**src/rtl/if_stage.sv**
```systemverilog
// Instruction-fetch stage: owns the PC, fetches over a req/ack handshake and registers the
// fetched word into decode, with stall, branch redirect and a one-entry skid buffer.
module if_stage #(
  parameter logic [31:0] RESET_PC = 32'h0000_0000,
  parameter logic [31:0] NOP_INST = 32'h0000_0000
) (
  input  logic        clk,
  input  logic        rst,
  input  logic        stall,
  input  logic        branch_taken,
  input  logic [31:0] branch_target,
  output logic        imem_req,
  output logic [31:0] imem_addr,
  input  logic        imem_ack,
  input  logic [31:0] imem_rdata,
  output logic [31:0] if_inst,
  output logic [31:0] if_pc4,
  output logic        if_valid,
  output logic [3:0]  IF_ins_type,
  output logic [3:0]  IF_ins_number,
  output logic [31:0] pc
);

  typedef enum logic [1:0] {StIdle, StFetch, StHold} state_e;

  state_e      state_q, state_d;
  logic [31:0] pc_q, pc_d;
  logic [31:0] inst_q, inst_d;
  logic [31:0] pc4_q, pc4_d;
  logic        valid_q, valid_d;
  logic [3:0]  type_q, type_d;
  logic [3:0]  num_q, num_d;
  logic [31:0] skid_inst_q, skid_inst_d;
  logic [31:0] skid_pc4_q, skid_pc4_d;
  logic [31:0] pc_plus4;

  // Opcode class of an instruction word, keyed on word[31:26].
  function automatic logic [3:0] decode(input logic [31:0] w);
    logic [5:0] op;
    op = w[31:26];
    if (w == 32'h0)                         decode = 4'd0;
    else if (op == 6'h00)                   decode = 4'd1;
    else if (op[5:3] == 3'b001)             decode = 4'd2;
    else if (op == 6'h23)                   decode = 4'd3;
    else if (op == 6'h2B)                   decode = 4'd4;
    else if (op == 6'h04 || op == 6'h05)    decode = 4'd5;
    else if (op == 6'h02 || op == 6'h03)    decode = 4'd6;
    else                                    decode = 4'd0;
  endfunction

  assign pc_plus4 = pc_q + 32'd4;

  always_comb begin
    state_d     = state_q;
    pc_d        = pc_q;
    inst_d      = inst_q;
    pc4_d       = pc4_q;
    valid_d     = valid_q;
    type_d      = type_q;
    num_d       = num_q;
    skid_inst_d = skid_inst_q;
    skid_pc4_d  = skid_pc4_q;

    if (branch_taken) begin
      // Redirect wins over everything; any word acked this cycle is dropped.
      pc_d        = {branch_target[31:2], 2'b00};
      inst_d      = NOP_INST;
      valid_d     = 1'b0;
      type_d      = 4'd0;
      skid_inst_d = 32'h0;
      skid_pc4_d  = 32'h0;
      state_d     = StFetch;
    end else if (stall) begin
      if (state_q == StFetch && imem_ack) begin
        skid_inst_d = imem_rdata;
        skid_pc4_d  = pc_plus4;
        state_d     = StHold;
      end
    end else begin
      unique case (state_q)
        StIdle: state_d = StFetch;
        StFetch: begin
          if (imem_ack) begin
            inst_d  = imem_rdata;
            pc4_d   = pc_plus4;
            valid_d = 1'b1;
            type_d  = decode(imem_rdata);
            num_d   = num_q + 4'd1;
            pc_d    = pc_plus4;
          end else begin
            inst_d  = NOP_INST;
            valid_d = 1'b0;
            type_d  = 4'd0;
          end
        end
        StHold: begin
          inst_d  = skid_inst_q;
          pc4_d   = skid_pc4_q;
          valid_d = 1'b1;
          type_d  = decode(skid_inst_q);
          num_d   = num_q + 4'd1;
          pc_d    = pc_plus4;
          state_d = StFetch;
        end
        default: state_d = StIdle;
      endcase
    end
  end

  always_ff @(posedge clk or negedge rst) begin
    if (!rst) begin
      state_q     <= StIdle;
      pc_q        <= RESET_PC;
      inst_q      <= NOP_INST;
      pc4_q       <= 32'h0;
      valid_q     <= 1'b0;
      type_q      <= 4'd0;
      num_q       <= 4'd0;
      skid_inst_q <= 32'h0;
      skid_pc4_q  <= 32'h0;
    end else begin
      state_q     <= state_d;
      pc_q        <= pc_d;
      inst_q      <= inst_d;
      pc4_q       <= pc4_d;
      valid_q     <= valid_d;
      type_q      <= type_d;
      num_q       <= num_d;
      skid_inst_q <= skid_inst_d;
      skid_pc4_q  <= skid_pc4_d;
    end
  end

  assign imem_req      = (state_q == StFetch);
  assign imem_addr     = pc_q;
  assign pc            = pc_q;
  assign if_inst       = inst_q;
  assign if_pc4        = pc4_q;
  assign if_valid      = valid_q;
  assign IF_ins_type   = type_q;
  assign IF_ins_number = num_q;

endmodule
```
**config.mk**
```make
export PLATFORM = sky130hd
export DESIGN_NAME = if_stage
export DESIGN_NICKNAME = d
export VERILOG_FILES = /design/src/rtl/if_stage.sv
export SDC_FILE = /design/constraint.sdc
export NUM_CORES = 1
export LEC_CHECK = 0
export CAP_MARGIN = 20
export CORE_AREA = 2 2 188 190
export DETAILED_ROUTE_END_ITERATION = 8
export DIE_AREA = 0 0 190 192
export HOLD_SLACK_MARGIN = 0.03
export PLACE_DENSITY = 0.55
export SYNTH_ARGS = -nofsm -noshare
export SYNTH_HDL_FRONTEND = slang
export SYNTH_SLANG_ARGS = --single-unit
```
**constraint.sdc**
```tcl
create_clock -name clk -period 4.3 [get_ports clk]
set_clock_uncertainty 0.1 [all_clocks]
set_input_delay 0.86 -clock clk [delete_from_list [all_inputs] [get_ports clk]]
set_output_delay 0.86 -clock clk [all_outputs]
set_load 0.1 [all_outputs]
```
==> run metrics <==
H-tree lvl count 4; number of placement rows 68; slowest cell on the critical path clkdlybuf4s50_1; GRT Resource Usage Total 15.38%; area used by multi-input combinational logic 3819 um^2; final non-filler cell total 1488; share of the synthesized area in compound gates (AO/OA/AOI/OAI) approximately 19%; type of the tightest min-delay check in2async; type of the worst setup path reg2out; wire length reported by the detailed router roughly 28 mm; global-route wire length before repair about 43 mm; overflow left after global routing 0; final setup violating endpoints 0; number of buffer and inverter instances along the worst setup path 1; Worst-path clk slew roughly 70 ps; Synth Area in Simple Gates 18.74%; crit-path cells clkdlybuf4s50_1; crit-path max FO 11; Post-synth EDFFs 0; launch point of the worst reg-to-reg path imem_addr[16]; clock buffers created by TritonCTS 17; drt first pass iters 5; power density cells 509.1 nW/um^2; GP Congestion 0.7876; remaining max-slew budget at the tightest pin 25.97%; fin nets around 1100; Chip Width 190 um; dominant synthesized flop cell dfrtp_1; dominant combinational cell family by area after synthesis compound AO/OA/AOI/OAI gates; fraction of registers with async set or reset after synthesis 100.0%; Sinks on Clock Net between 150 and 200; Core Footprint 34290 um^2; achievable frequency 308.3 MHz; DRT iter0 DRCs 481; mean number of vias per cell between 4 and 5; Max Cap Violations 0; final cycle utilization of the critical path 75.43%; RSZ-0062 raised after global routing false; layout cell share with drive strength beyond 1 between 6 and 7%; critical path capture point type primary output; number of fill cells 3525; buffers inserted during post-CTS setup optimization 0; share of synthesized area occupied by flip-flops and latches 48.82%; peak ir drop on the vdd network between 0.0005 and 0.0006 V; Synth warnings 0; Via Count 7394; remaining number of nets flagged by the antenna check after routing 0; arrival time at the worst endpoint 2280 ps; number of unique standard cell types used by synthesis 59; Register Area 4154 um^2; height of the chip roughly 190 um; Max Root-Sink Buffers 2; Critical path origin imem_addr[7]; total half-perimeter wirelength after legalization and detailed placement ~19 mm; dpl ws 972.2 ps; family with the most delay on the worst path buffers and inverters; number of max-slew violations in the final report 0; Mapped Area 8508 um^2; average wire length per cell after detail routing 18.68 um; setup TNS 0 ps; Worst Slack Setup Final about 1100 ps; insertion delay of the later-clocked pin in the worst-skew pair 430 ps; Post-CTS Hold Buffers 0; leakage ~4.6 nW; largest net degree at the start of global routing 79; CP startpoint kind flop; number of cells after detailed placement between 1000 and 1500; slew at the pin with the worst max-slew slack approximately 1100 ps; clock tree from TritonCTS built; Total Power 5.767 mW; DRC errors left 0; number of hold violations in the final report 0; min cycle time layout 3243 ps; reg-to-reg slack, setup between 1000 and 1500 ps; worst path required time 3340 ps; adder-cell share of the synthesized area less than 1%; Post-Synthesis Mean Instance Area around 9.6 um^2; number of antenna violations at the first check in global routing 1; CP max stage delay 1220 ps; via count of the first global-routing pass 7266; initial core utilization about a quarter; multiplexer share of the synthesized area between 1 and 1.5%; outcome finished clean; xor/xnor cell area share of the yosys netlist 4.324%; gate count of the mapped netlist 889; Die Outline Area 36480 um^2; I/O pin cnt 207; register bit count reported by yosys 166; CTS resizes 0; input/output buffers 199; Root Driver clkbuf_16; P&R area growth vs syn 33.13%
==> placed cells by master, fill, tap and decap left out, types with 5 or more instances in the layout <==
| cell | count |
|---|---|
| o2bb2ai_1 | 32 |
| nor3_1 | 29 |
| and4_1 | 7 |
| inv_1 | 8 |
| nor4_1 | 24 |
| xnor2_1 | 31 |
| xor2_1 | 11 |
| clkbuf_16 | 17 |
| nor2b_1 | 5 |
| a21oi_1 | 45 |
| nor2_1 | 26 |
| nand4_1 | 13 |
| dfrtp_1 | 166 |
| o31ai_1 | 12 |
| clkdlybuf4s50_1 | 196 |
| buf_4 | 17 |
| a22o_1 | 42 |
| nand2_1 | 98 |
| and3_1 | 49 |
| nand3_1 | 23 |
| clkinv_2 | 5 |
| mux2i_1 | 11 |
| conb_1 | 5 |
| or4_1 | 6 |
| a31oi_1 | 7 |
| o21ai_0 | 73 |
==> sequential cells by signal (all words and copies together), names as in the netlist <==
register and flops:
if_inst 32, skid_inst_q 32, if_pc4 31, skid_pc4_q 31
imem_addr 30, IF_ins_number 4, IF_ins_type 3, state_q 2
if_valid 1
==> synthesized netlist by cell type (6+ instances only) <==
cell type	count	area [um^2]
buf_4	40	300.3
and4_1	7	61.31
o31ai_1	12	90.09
nor2_1	28	105.1
mux2i_1	11	110.1
nor3_1	29	145.1
dfrtp_1	166	4154
nor4_1	24	150.1
nand3_1	23	115.1
o21ai_0	74	370.4
and3_1	49	306.5
nand4_1	13	81.33
a21oi_1	46	230.2
buf_2	6	30.03
or4_1	6	45.04
inv_1	8	30.03
o2bb2ai_1	32	280.3
buf_1	8	30.03
nand2_1	98	367.9
nor2b_1	6	37.54
xnor2_1	31	271.5
a22o_1	42	367.9
xor2_1	11	96.34
a31oi_1	7	43.79
clkbuf_1	56	210.2
==> per-layer routing <==
| layer | track usage [%] | wire, um | vias to the layer above |
|---|---|---|---|
| met1 | 20.98 | 12970 | 3696 |
| met3 | 3.325 | 1298 | 25 |
| met2 | 24.59 | 13080 | 199 |
| met4 | 4.174 | 439 | 0 |
| met5 | 0 | 0 | - |
| li1 | - | - | 3474 |
==> layout make-up <==
| cell class | count | area share (%) |
|---|---|---|
| multi-input combinational | 609 | 33.71 |
| antenna | 1 | 0.02209 |
| clock inverter | 12 | 1.348 |
| clock buffer | 20 | 3.943 |
| timing repair buffer | 217 | 19.01 |
| tap | 455 | 5.026 |
| inverter | 8 | 0.2651 |
| sequential | 166 | 36.67 |
==> power by group <==
part           switching [mW]  total [mW]  internal [mW]
sequential              0.195        1.95           1.75
clock                   0.668        1.60          0.932
combinational            1.70        2.22          0.522
total                    2.56        5.77           3.21
==> kinds of logic after synthesis <==
group           Yosys count
simple gates            303
compound gates          245
flops                   166
buf+inv                 118
xor+xnor                 42
mux                      12
fa+ha+maj                 2
other cells               1
==> through the flow <==
| step | cell area [um^2] | hold slack (ps) | utilization (%) |
|---|---|---|---|
| after floorplan | 8523 | 341.3 | - |
| after global placement | 10700 | 355.1 | 31.20 |
| after detailed placement | 10730 | 362.5 | 31.28 |
| after CTS | 11320 | 251.3 | 33.03 |
| after global routing | 11330 | 261.3 | 33.04 |
| final | 11330 | 240.4 | 33.04 |
==> worst paths after layout <==
path / cells after the start / to
setup / recovery: 1 / imem_addr[7]
hold / removal: 1 / if_pc4[26]
setup reg to reg: 5 / imem_addr[28]
hold reg to reg: 2 / skid_pc4_q[21]
max in group asynchronous: 2 / if_inst[24]
min in group clk: 2 / skid_pc4_q[21]
(Power assumes the default switching activity.)
